$ cat src/rtl/halfband_interp_feed.sv
// halfband_interp_feed: 4-deep sample FIFO feeding a 2x halfband interpolator.
// Generates sample/double-rate enables, zero-stuffs and applies saturating gain.
//
// Ports:
//   sys_clk, reset      clock, async active-high reset
//   x_in, x_valid       input sample stream (one-cycle strobe per sample)
//   clear_flags         sync clear of underflow/overflow/drop_cnt
//   y_out               zero-stuffed, gain-scaled output sample (registered)
//   sam_clk_en          pulse per real (even-phase) output
//   sys_clk2_en         pulse per double-rate output (both phases)
//   running             high while in RUN
//   fifo_level          FIFO occupancy 0..4
//   underflow/overflow  sticky status flags
//   drop_cnt            saturating count of dropped pushes
module halfband_interp_feed #(
  parameter int WIDTH      = 18,
  parameter int CLK_DIV    = 4,
  parameter int GAIN_SHIFT = 1,
  parameter int PRIME      = 2
) (
  input  logic             sys_clk,
  input  logic             reset,
  input  logic [WIDTH-1:0] x_in,
  input  logic             x_valid,
  input  logic             clear_flags,
  output logic [WIDTH-1:0] y_out,
  output logic             sam_clk_en,
  output logic             sys_clk2_en,
  output logic             running,
  output logic [2:0]       fifo_level,
  output logic             underflow,
  output logic             overflow,
  output logic [7:0]       drop_cnt
);

  localparam int PW = $clog2(2 * CLK_DIV);
  localparam int EW = WIDTH + 3;

  localparam logic [PW-1:0] PH_LAST = PW'(2 * CLK_DIV - 1);
  localparam logic [PW-1:0] PH_ODD  = PW'(CLK_DIV - 1);

  localparam logic signed [EW-1:0] SMAX =
    {{4{1'b0}}, {(WIDTH-1){1'b1}}};
  localparam logic signed [EW-1:0] SMIN =
    {{4{1'b1}}, {(WIDTH-1){1'b0}}};

  typedef enum logic {
    IDLE,
    RUN
  } state_t;

  state_t state;

  logic [PW-1:0]    ph_cnt;
  logic [WIDTH-1:0] mem [4];
  logic [1:0]       wr_ptr;
  logic [1:0]       rd_ptr;

  logic even_ph;
  logic odd_ph;
  logic full;
  logic empty;
  logic pop;
  logic push;
  logic drop;
  logic uf_ev;

  logic [WIDTH-1:0]        head;
  logic signed [EW-1:0]    ext;
  logic signed [EW-1:0]    shifted;
  logic [WIDTH-1:0]        sat_val;

  // ph_cnt holds the phase of the edge just taken; these decode the
  // phase the coming edge will move into.
  assign even_ph = (ph_cnt == PH_LAST);
  assign odd_ph  = (ph_cnt == PH_ODD);

  assign full  = (fifo_level == 3'd4);
  assign empty = (fifo_level == 3'd0);

  // Priming pop and the steady-state pop both happen on even edges only.
  assign pop = even_ph &&
               (((state == IDLE) && (fifo_level >= 3'(PRIME))) ||
                ((state == RUN) && !empty));

  // A full FIFO still accepts a push when it pops on the same edge.
  assign push  = x_valid && (!full || pop);
  assign drop  = x_valid && full && !pop;
  assign uf_ev = even_ph && (state == RUN) && empty;

  assign head    = mem[rd_ptr];
  assign ext     = {{3{head[WIDTH-1]}}, head};
  assign shifted = ext <<< GAIN_SHIFT;

  always_comb begin
    sat_val = shifted[WIDTH-1:0];
    if (shifted > SMAX) begin
      sat_val = SMAX[WIDTH-1:0];
    end else if (shifted < SMIN) begin
      sat_val = SMIN[WIDTH-1:0];
    end
  end

  // Sample storage carries no reset; validity is tracked by the pointers.
  always_ff @(posedge sys_clk) begin
    if (push) begin
      mem[wr_ptr] <= x_in;
    end
  end

  always_ff @(posedge sys_clk or posedge reset) begin
    if (reset) begin
      ph_cnt      <= PH_LAST;
      state       <= IDLE;
      running     <= 1'b0;
      y_out       <= '0;
      sam_clk_en  <= 1'b0;
      sys_clk2_en <= 1'b0;
      wr_ptr      <= '0;
      rd_ptr      <= '0;
      fifo_level  <= '0;
      underflow   <= 1'b0;
      overflow    <= 1'b0;
      drop_cnt    <= '0;
    end else begin
      ph_cnt      <= even_ph ? '0 : ph_cnt + PW'(1);
      sys_clk2_en <= even_ph | odd_ph;
      sam_clk_en  <= even_ph;

      if (even_ph) begin
        y_out <= pop ? sat_val : '0;
      end else if (odd_ph) begin
        y_out <= '0;
      end

      if (even_ph) begin
        unique case (state)
          IDLE: begin
            if (fifo_level >= 3'(PRIME)) begin
              state   <= RUN;
              running <= 1'b1;
            end
          end
          RUN: begin
            if (empty) begin
              state   <= IDLE;
              running <= 1'b0;
            end
          end
          default: begin
            state   <= IDLE;
            running <= 1'b0;
          end
        endcase
      end

      if (push) begin
        wr_ptr <= wr_ptr + 2'd1;
      end
      if (pop) begin
        rd_ptr <= rd_ptr + 2'd1;
      end

      unique case ({push, pop})
        2'b10:   fifo_level <= fifo_level + 3'd1;
        2'b01:   fifo_level <= fifo_level - 3'd1;
        default: fifo_level <= fifo_level;
      endcase

      // A new event on the clearing edge takes precedence over the clear.
      if (uf_ev) begin
        underflow <= 1'b1;
      end else if (clear_flags) begin
        underflow <= 1'b0;
      end

      if (drop) begin
        overflow <= 1'b1;
      end else if (clear_flags) begin
        overflow <= 1'b0;
      end

      if (drop) begin
        if (clear_flags) begin
          drop_cnt <= 8'd1;
        end else if (drop_cnt != 8'hff) begin
          drop_cnt <= drop_cnt + 8'd1;
        end
      end else if (clear_flags) begin
        drop_cnt <= '0;
      end
    end
  end

endmodule

$ cat config.mk
export PLATFORM = sky130hd
export DESIGN_NAME = halfband_interp_feed
export DESIGN_NICKNAME = d
export VERILOG_FILES = /design/src/rtl/halfband_interp_feed.sv
export SDC_FILE = /design/constraint.sdc
export NUM_CORES = 1
export LEC_CHECK = 0
export ABC_AREA = 1
export CORE_ASPECT_RATIO = 0.9
export CORE_MARGIN = 10
export CORE_UTILIZATION = 25
export CTS_CLUSTER_SIZE = 25
export DETAILED_ROUTE_END_ITERATION = 8
export DONT_BUFFER_PORTS = 1
export GPL_ROUTABILITY_DRIVEN = 1
export MAX_ROUTING_LAYER = met4
export SETUP_SLACK_MARGIN = 0.02
export SLEW_MARGIN = 20
export SYNTH_ARGS = -nofsm -noshare
export SYNTH_HDL_FRONTEND = slang
export SYNTH_SLANG_ARGS = --single-unit
export TNS_END_PERCENT = 1
$ cat constraint.sdc
create_clock -name sys_clk -period 7.2 [get_ports sys_clk]
set_input_delay 0 -clock sys_clk [delete_from_list [all_inputs] [get_ports sys_clk]]
set_output_delay 0 -clock sys_clk [all_outputs]
set_load 0.02 [all_outputs]
After elaboration in Yosys (flattened, before gate mapping)
Memory sizes are Yosys's and may differ from the RTL's.
Index checks and enable logic that the tools add are counted.
Widths: inputs -> output; s select.
{ "op_classes": {"n_eq_ne": 8, "muxes": 22, "n_shift": 0, "n_bitwise": 2, "n_lt_le_gt_ge": 3, "addsub": 6, "mul": 0, "n_reduce_logical": 21, "div": 0} }
{ "ops": {"columns": ["cell", "n"], "rows": [
  ["$mux 18", 5],
  ["$mux 8", 4],
  ["$gt 19x18->1 const B", 1],
  ["$lt 19x18->1 const B", 1],
  ["$reduce_bool 2->1", 5],
  ["$mux 1", 9],
  ["$add 8x1->8 const B", 1],
  ["$logic_and 1x1->1", 8],
  ["$ne 8x8->1 const B", 1],
  ["$add 3x1->3 const B", 2],
  ["$eq 3x3->1 const B", 2],
  ["$pmux 3 s2", 1],
  ["$add 2x1->2 const B", 2],
  ["$ne 2x1->1 const B", 2],
  ["$pmux 1 s2", 2],
  ["$eq 3x2->1 const B", 1],
  ["$ge 3x2->1 const B", 1],
  ["$logic_not 1->1", 3],
  ["$logic_not 3->1", 1],
  ["$mux 3", 1],
  ["$reduce_and 3->1", 1],
  ["$sub 3x1->3 const B", 1],
  ["$eq 2x1->1 const B", 1],
  ["$eq 2x2->1 const B", 1],
  ["4 further kinds", 5]
]} }
{ "word_totals": {"rom_bits": 0, "mem_bits_rw": 72, "regBits": 42, "latchBits": 0, "mem_count": 1, "out_inout_bits": 34} }
{ "mem_list": {"columns": ["name", "depth", "width", "rd", "rd_clocked_by_memory_dff", "write_ports", "line_no", "rtl"], "rows": [
  ["mem", 4, 18, 1, 0, 1, "55", "logic [WIDTH-1:0] mem [4];"]
]} }

Longest topological paths before layout
Gate-level depths: netlist of the first run.
{ "logic_depth": {"ltp_word": 9, "mapped_depth": 11, "ltp_nobuf": 9} }

Worst setup path after synthesis of the first run
OpenSTA, ideal clock, no wires.
{ "synth_timing": {"kind": "register to register", "start": "reg ph_cnt[0]", "end": "mem mem[0][0], enable pin", "path_stages_with_launch": 8, "synth_period_minus_slack_ps": 2493, "arrival_ps": 2100, "setup_slack_ps": 4707, "setup_ps": 393, "n_path_buf": 1, "cell_sequence": "dfstp_2 > ha_1 > ha_1 > buf_2 > nand2_1 > nand2_1 > nand2_1 > nor2_1"} }
{ "synth_between": {"elab_chain_cells": 6} }
{ "synth_rtl": {"columns": ["item", "line_no", "rtl"], "rows": [
  ["start: declaration", "54", "logic [PW-1:0] ph_cnt;"],
  ["start signal: assignment", "126", "ph_cnt <= even_ph ? '0 : ph_cnt + PW'(1);"],
  ["$eq 3x3->1", "75", "assign even_ph = (ph_cnt == PH_LAST);"],
  ["via even_ph", "59", "logic even_ph;"],
  ["$logic_and 1x1->1", "82", "assign pop = even_ph &&"],
  ["$logic_or 1x1->1", "87", "assign push = x_valid && (!full || pop);"],
  ["$logic_and 1x1->1", "87", null],
  ["$mux 1", "106", "if (push) begin"],
  ["$mux 1 (implied by the code)", "107", "mem[wr_ptr] <= x_in;"],
  ["end: declaration", "55", null]
]} }
The timed path passes the listed nets, and every way through them passes these cells.

Final worst setup path of the first run
{ "layout_timing": {"start": "reg ph_cnt[0]", "end": "mem mem[0][7], enable pin"} }
Same word-level chain as after synthesis.

==> results of run 1 <==
## worst register-to-register path, cell delays in order, from the launching register on
cell	delay, ns
dfstp_2	0.52
ha_1	0.18
ha_1	0.41
nand2_1	0.18
nand2_1	0.09
nand2_1	0.18
nor2_1	0.15
buf_4	0.31
## kinds of logic after synthesis
logic type	Yosys count	synth area share [%]
flip-flops	114	67.0
AO/OA/AOI/OAI	68	8.00
adder cells (fa/ha/maj)	9	2.50
AND/OR/NAND/NOR	180	15.9
buffers and inverters	65	5.73
XOR/XNOR	5	0.912
## sequential cells by signal, summed over array words and instances, names as in the netlist
register     flops
sam_clk_en       1
wr_ptr           2
y_out           18
rd_ptr           2
mem             72
state            1
overflow         1
underflow        1
ph_cnt           3
sys_clk2_en      1
running          1
drop_cnt         8
fifo_level       3
## final cells by class
cell class | count | area (µm²) | area share [%]
Sequential cell | 114 | 3220 | 54.6
Multi-Input combinational cell | 262 | 1310 | 22.2
Clock buffer | 18 | 429 | 7.28
Tap cell | 250 | 313 | 5.30
Timing Repair Buffer | 26 | 248 | 4.20
Clock inverter | 12 | 190 | 3.23
Inverter | 49 | 184 | 3.12
Antenna cell | 2 | 5.00 | 0.0849
## layer usage
layer  wire length, µm  track usage (%)  part of all wire (%)
met1              4970             10.5                    45
met4               154             4.29                   1.4
met2              5150             14.4                    47
met3               668             3.69                   6.1
met5                 0                -                     0
## stage by stage
| stage | total power, W | std cells | setup slack, ns | utilization (%) |
|---|---|---|---|---|
| final | 0.00252 | 733 | 4.86 | 31.0 |
| after floorplan | 0.00147 | 441 | 4.71 | - |
| after CTS | 0.00255 | 731 | 4.84 | 30.9 |
| after global routing | 0.00269 | 733 | 4.66 | 31.0 |
| after detailed placement | 0.00164 | 680 | 4.85 | 26.6 |
| after global placement | 0.00162 | 680 | 5.00 | 26.6 |
## final timing paths
| kind | to | depth (start not counted) | startpoint | slack (ns) |
|---|---|---|---|---|
| max | mem[0][7] | 7 | ph_cnt[0] | 4.86 |
| min | y_out[13] | 2 | reset | 0.25 |
| min in group sys_clk | mem[3][5] | 1 | x_in[5] | 0.31 |
| min reg2reg | ph_cnt[0] | 1 | ph_cnt[0] | 0.49 |
| max in group asynchronous | y_out[2] | 2 | reset | 6.37 |
| max reg2reg | mem[0][7] | 7 | ph_cnt[0] | 4.86 |
## power groups by stage
stage / sequential, W / combinational [W] / clock, W
floorplan: 0.00101 / 0.000463 / 0
global placement: 0.00106 / 0.000554 / 0
detailed placement: 0.00107 / 0.000569 / 0
CTS: 0.00106 / 0.000589 / 0.000904
global route: 0.00107 / 0.000680 / 0.000937
finish: 0.00105 / 0.000583 / 0.000887
## cell usage after synthesis, drive strengths merged
master	number	area (µm²)
clkbuf	8	30.0
a21oi	2	10.0
inv	48	180
xnor2	1	8.76
o22ai	16	100
o21ai	46	234
nand2	106	410
dfrtp	39	976
edfxtp	72	2160
nand3b	1	7.51
buf	8	61.3
nand3	14	75.1
clkinv	1	3.75
a21o	1	7.51
ha	8	100
o211ai	3	32.5
dfstp	3	78.8
nor3	2	15.0
xor2	4	35.0
nand4	6	37.5
nor2	51	218
fa	1	20.0
## repair_timing
item | in CTS | in global routing
hold buffers | 21 | 0
resized for setup | 0 | 0
endpoints found under the hold margin | 123 | 0
==> results.md, run 1 <==
- The run finished with clean final reports.
- For this design, the sink count on the clock tree is 114.
- The yosys synthesis warning count is 0.
- Summed over all failing endpoints, the final setup total negative slack is 0 ns.
- The number of vias per cell is 4.31.
- The count of boundary I/O pins is 56.
- In the final design database the tool counted 501 nets.
- The number of DRC markers after the initial detailed-route iteration is 276.
- Net switching is 34.5% of the power.
- The tree is rooted in a clkbuf_16.
- The number of filler cells placed in the layout is 1880.
- For this design the static power due to leakage is 2.42 nW.
- After detailed routing, the number of remaining DRC violations is 0.
- Routability-driven placement finished with a final weighted congestion of 0.796.
- The startpoint class of the critical path is a register.
- For this run, the total global-route usage over all layers was measured as 9.32%.
- The library cells used most frequently in the layout, excluding fill and tap cells, are nand2_1 (103), edfxtp_1 (72), nor2_1 (48), inv_1 (45), o21ai_0 (40).
- Cell internal power was estimated by the tool at 0.00165 W.
- The die area is 25200 µm².
- The number of buffers created by CTS is 17.
- The area growth from synthesis to layout is 22.8%.
- In this design, the critical path's most frequently occurring cell is nand2_1.
- The smallest hold slack is 0.246 ns.
- Buffers added to address setup during post-CTS repair amount to 0.
- In this run the worst path has a maximum fanout of 18.
- After detailed routing, the average wire length per cell comes to 14.9 µm.
- Sequential cells account for 41.6% of the total power.
- The critical path's slowest cell is dfstp_2.
- The max-slew violation count is 0.
- In this run the power density over the cells is 427 nW/µm².
- The register clock-pin slew on the reported worst setup and hold paths is 0.05 ns.
- The floorplan row count is 48.
- Detailed placement ended at an HPWL of 7.32 mm.
- STA puts the critical path data required time at 7.28 ns.
- The initial core utilization is 25.2%.
- After synthesis, the mean cell area works out to 10.9 µm².
- The routed via count is 3160.
- The initial antenna violation count came to 2.
- Once layout is done, the placed cells without fillers occupy 5900 µm².
- Measured along the x axis, the die boundary spans 166 µm.
- In this run the cell area of the synthesized design comes to 4800 µm².
- Of the cells placed in the final design, the portion with a size suffix greater than 1 is 10.2%.
- The kind of capture point of the worst setup path is a register.
- Across the run, the number of max-cap violations was 0.
- In this run the tightest slew margin relative to its limit is 39.9%.
- The switching power total is 0.000868 W.
- TritonCTS built the clock tree.
- Between clock sinks in the finished design, the worst skew comes to 0.0114 ns.
- The portion of the clock cycle consumed by the worst path in the final layout is 32.5%.
- The routed design has 10.9 mm of wire.
- Counting both buffers and inverters, the worst setup path holds a total of 1.
- Summed over all layers, the global routing overflow is 0.
- Counting every net in the synthesized netlist gives 472.
- The slew of the pin with the lowest slew margin is 0.901 ns.
- The number of setup violations in the final report is 0.
- Across the VDD grid, the largest voltage drop is 157 µV.
- The number of failing hold endpoints at the final stage is 0.
- The pin count of the biggest net entering global routing is 43.
- Of the total power, the clock network draws 35.2%.
- The most frequent standard cell in the layout excluding fill and tap cells is nand2_1.
- The shortest period the worst path allows is 2.34 ns.
- The maximum level of the CTS H-tree is 4.
- Setup repair after global routing left no endpoint under its margin.
- The area of the placeable core is 19000 µm².
- The critical path start-end classification is reg2reg.
- The number of distinct library cells after synthesis is 35.
- On the worst path, the slowest cell contributes a delay of 0.52 ns.
- The placement-stage cell area is 5060 µm².
- The count of input and output buffers is 0.
- Walking the worst path, the cells encountered are ha_1 -> ha_1 -> nand2_1 -> nand2_1 -> nand2_1 -> nor2_1 -> buf_4.
- For the worst-skew pair, the clock arrives at the later sink with an insertion delay of 0.41 ns.
- The first-pass GRT wire length is 17.7 mm.
- The path class of the tightest hold or removal check is in2async.
- The share of total power dissipated in combinational logic is 23.2%.
- The synthesized instance count is 441.
- Static timing analysis puts the maximum clock frequency at 0.427 GHz.
- In this run, synthesis produced a sequential element count of 114.
- The category of cells accounting for the largest share of critical-path delay is adder cells.
- STA puts the critical path data arrival time at 2.42 ns.
- The number of global-route vias before repair was 3303.
- The post-synthesis sequential area ratio is 67.0%.
- The count of antenna-violating nets left after detailed routing is 0.
- Before antenna repair, the detailed router went through 5 iterations.
- The clock passes through at most 2 buffers.
- The floorplan step set the die height to 152 µm.
(Power assumes the default switching activity.)
==> inputs of run 2 (changes only) <==
ABC_AREA = 0   (was 1)
clock period = 2.3 ns   (was 7.2 ns; I/O delays follow)
==> run 2 against run 1 <==
Count of clock-buffer cells in the layout is 1 lower. Clock power grew to 2.8 times the previous value. Routed wire length is 0.98% lower. Sequential power grew to 3.1 times the previous value. Via count is 13% lower. First-iteration DRC count is 13% lower. Non-clock buffer count is 11 higher. Clock skew is 0.00055 ns lower. Critical path type unchanged.
==> results.md, run 2 <==
- The first-pass detailed-route iteration total is 4 (-1).
- The register clock-pin slew on the reported worst setup and hold paths is 0.06 ns (about the same).
- The smallest hold slack is 0.244 ns (-0.00185 ns).
- Setup repair after global routing left no endpoint under its margin.
- The number of failing hold endpoints at the final stage is 0 (unchanged).
- The buffer levels on the longest clock path is 2 (unchanged).
- The first-pass GRT wire length is 16.8 mm (-5.1%).
- The share of flip-flops with an asynchronous set or reset was 36.8% (unchanged).
- The mux share of post-synthesis cell area came to 9.74% (+9.7 points).
- The number of buffers and inverters on the critical path came to 0 (-1).
- The count of input and output buffers was 0 (unchanged).
- The arrival time reported for the critical path endpoint was 2.39 ns (-0.03 ns).
- The global placement routability congestion came to 0.810 (+1.8%).
- The setup clock skew after layout is 0.0108 ns (-0.000546 ns).
- Among all stages on the critical path, the largest delay is contributed by dfstp_2.
- TritonCTS built the clock tree.
- The area of all sequential standard cells is 3220 µm² (unchanged).
- The count of antenna-violating nets left after detailed routing was 0 (unchanged).
- The compound-gate portion of the synthesized area is 9.83% (+1.8 points).
- The max-slew violation count is 0 (unchanged).
- The leakage component of the power was 2.09 nW (-14%).
- The synthesized instance count is 292 (-34%).
- The post-synthesis sequential area ratio is 69.0% (+2.0 points).
- The most common cell in the synthesized netlist is edfxtp_1.
- The total number of clock tree sinks is 114 (unchanged).
- The initial antenna violation count is 4 (+2).
- The average wire length per cell after detail routing is 18.2 µm (+22%).
- The timing-limited maximum frequency was 0.475 GHz (+11%).
- The fraction of layout instances using a drive strength above 1 is 21.7% (+12 points).
- The number of setup violations in the final report was 0 (unchanged).
- The combined area of the multi-input logic cells is 1330 µm² (+1.2%).
- The area share of the largest cell type after synthesis is 46.4% (+1.4 points).
- The number of buffers created by CTS is 17 (unchanged).
- The total power after layout is 0.00761 W (+200%).
- After synthesis, the largest family of logic cells by area is compound AO/OA/AOI/OAI gates.
- The all-layer global routing usage was 9.37% (+0.042 points).
- The post-DP HPWL is 7.28 mm (-0.53%).
- The number of remaining DRC errors was 0 (unchanged).
- The number of enable flip-flop cells after synthesis is 72 (unchanged).
- The critical path data required time came to 2.59 ns (-4.69 ns).
- The worst hold-check path type is in2async.
- The dominant cell type by area after synthesis is edfxtp_1.
- The number of DRC markers after the initial detailed-route iteration is 241 (-13%).
- The number of buffers inserted by post-CTS setup repair is 0 (unchanged).
- The clock latency reported for the late side of the worst-skew pair is 0.41 ns (about the same).
- The peak per-stage delay on the critical path is 0.54 ns (+0.02 ns).
- The number of vias per cell is 4.61 (+7.0%).
- The count of boundary I/O pins is 56 (unchanged).
- The worst slew margin relative to its limit came to 41.0% (+1.2 points).
- The flip-flop count of the largest register, all copies and words added is 72 (unchanged).
- The pin count of the biggest net entering global routing is 43 (unchanged).
- The overall die height is 150 µm (-1.3%).
- Traced cell by cell, the critical path runs through ha_2 -> ha_4 -> and2_1 -> nand2_1 -> fa_1 -> a2111oi_2 -> a31oi_1 -> xnor2_1.
- The worst setup path is launched from a register.
- The category of cells accounting for the largest share of critical-path delay is adder cells.
- The synthesized flop and latch total was 114 (unchanged).
- The area of the placeable core is 18300 µm² (-3.6%).
- The power density over the cells was 1300 nW/µm² (+200%).
- The shortest period the worst path allows was 2.10 ns (-0.236 ns).
- The flow ran to the end, and the final reports show no timing, DRC or antenna violations.
- The floorplan row count came to 47 (-2.1%).
- The number of nets at the end of the flow is 364 (-27%).
- The xor and xnor area share after synthesis is 0.940% (+0.028 points).
- The total congestion overflow is 0 (unchanged).
- Compared with the post-synthesis result, the final layout area differs by 25.7%.
- The utilization after layout was 31.9% (+0.96 points).
- The library cell used most frequently in the layout, excluding fill and tap cells, is edfxtp_1.
- The register with the most flip-flops is mem.
- The number of global-route vias before repair is 2827 (-14%).
- In the final layout, the registers with the most flip-flops are mem x72, y_out x18, drop_cnt x8.
- The kind of capture point of the worst setup path is a register.
- The max-cap check violation count came to 0 (unchanged).
- The root buffer selected by CTS is clkbuf_16.
- The post-synthesis share of cell area spent on and, or, nand and nor gates is 4.89% (-11 points).
- The maximum level of the CTS H-tree is 4 (unchanged).
- The post-synthesis cell area was 4660 µm² (-3.0%).
- Sorting the synthesized cells by how often they occur yields edfxtp_1 (72), dfrtp_1 (39), o21ai_0 (38).
- The portion of the clock cycle consumed by the worst path in the final layout came to 91.4% (+59 points).
- The routed via count is 2739 (-13%).
- The die area was 24500 µm² (-2.6%).
- The leading register cell type out of synthesis is edfxtp_1.
- The number of distinct library cells after synthesis is 40 (+14%).
- By area the synthesized netlist is led by edfxtp_1 (46%), dfrtp_1 (21%), mux4_2 (8.2%).
- The worst-case vdd ir drop is 463 µV (+190%).
- The mean cell area of the mapped netlist came to 16.0 µm² (+47%).
- In the layout the commonest cells are edfxtp_1 (72), dfrtp_1 (39), o21ai_0 (38), dlygate4sd3_1 (21).
- The fraction of the mapped netlist area in adder cells was 2.58% (+0.077 points).
- The yosys synthesis warning count is 0 (unchanged).
- The total wire length is 10.8 mm (-0.98%).
- The slew of the pin with the lowest slew margin came to 0.883 ns (-0.0175 ns).
- The initial core utilization is 25.4% (+0.17 points).
- The number of filler cells placed in the layout came to 1798 (-4.4%).
- The horizontal die dimension is 164 µm (-1.3%).
- The net count of the mapped netlist is 323 (-32%).
- The critical path start-end classification is reg2reg.
- The highest net fanout along the worst path was 4 (-14).
- The setup TNS after final layout is 0 ns (unchanged).
==> run 2: cell count changes in the layout (fill, tap and decap cells not counted), moves of 5 or more <==
cell     change
a32oi_1     +16
and2_1       +6
buf_4        +7
inv_1       -32
mux2i_1      +6
mux4_2      +17
nand2_1     -92
nand3_1      -9
nor2_1      -42
o21ai_1      -5
o22ai_1     -16
==> run 2: final timing paths <==
path	startpoint	endpoint	slack [ns]	cells past startpoint
worst min-delay path	reset	running	0.24	2
min in group sys_clk	x_in[4]	mem[3][4]	0.32	1
max in group asynchronous	reset	y_out[3]	1.50	2
worst min register to register	ph_cnt[0]	ph_cnt[0]	0.49	1
worst max-delay path	ph_cnt[0]	fifo_level[2]	0.20	8
worst max register to register	ph_cnt[0]	fifo_level[2]	0.20	8
==> run 2: cell families (layout without fill, tap and decap cells) <==
kind of cell	Yosys count	count (layout)
AO/OA/AOI/OAI	69	69
XOR/XNOR	5	5
adder cells (fa/ha/maj)	9	9
buffers and inverters	29	82
flip-flops	114	114
multiplexers	24	24
other	0	4
AND/OR/NAND/NOR	42	42
==> run 2: repair_timing <==
action / 4_1_cts / 5_1_grt
hold buffers: 21 / 0
resized for setup: 0 / 4
endpoints found under the setup margin: 0 / 67
hold endpoints to repair: 122 / 0
==> run 2: where the power goes <==
part	total [W]	switching, W	internal, W
Clock	0.00250	0.000925	0.00158
Combinational	0.00182	0.00101	0.000802
Sequential	0.00329	0.000571	0.00272
==> run 2: layout make-up <==
cell class / count / share of cell area, %
Sequential cell: 114 / 54.9
Multi-Input combinational cell: 149 / 22.7
Timing Repair Buffer: 37 / 6.49
Clock buffer: 17 / 7.26
Antenna cell: 4 / 0.171
Tap cell: 245 / 5.23
Inverter: 14 / 0.897
Clock inverter: 14 / 2.39
==> run 2: worst reg2reg max path: stages (launching register included) <==
cell,delay (ns)
dfstp_2,0.54
ha_2,0.21
ha_4,0.17
and2_1,0.15
nand2_1,0.08
fa_1,0.42
a2111oi_2,0.22
a31oi_1,0.09
xnor2_1,0.13
==> run 2: metrics by stage <==
| step | std cells | setup slack, ns | area (µm²) |
|---|---|---|---|
| after floorplan | 292 | 0.0317 | 4670 |
| after global placement | 538 | 0.135 | 5060 |
| after detailed placement | 538 | 0.0626 | 5060 |
| after CTS | 590 | 0.0248 | 5830 |
| after global routing | 594 | 0.0516 | 5860 |
| final | 594 | 0.197 | 5860 |
==> run 2: per-layer routing <==
| metal | GRT usage (%) | part of all wire [%] |
|---|---|---|
| met1 | 11.0 | 41 |
| met3 | 4.78 | 10 |
| met4 | 2.54 | 0.54 |
| met5 | - | 0 |
| met2 | 13.9 | 48 |
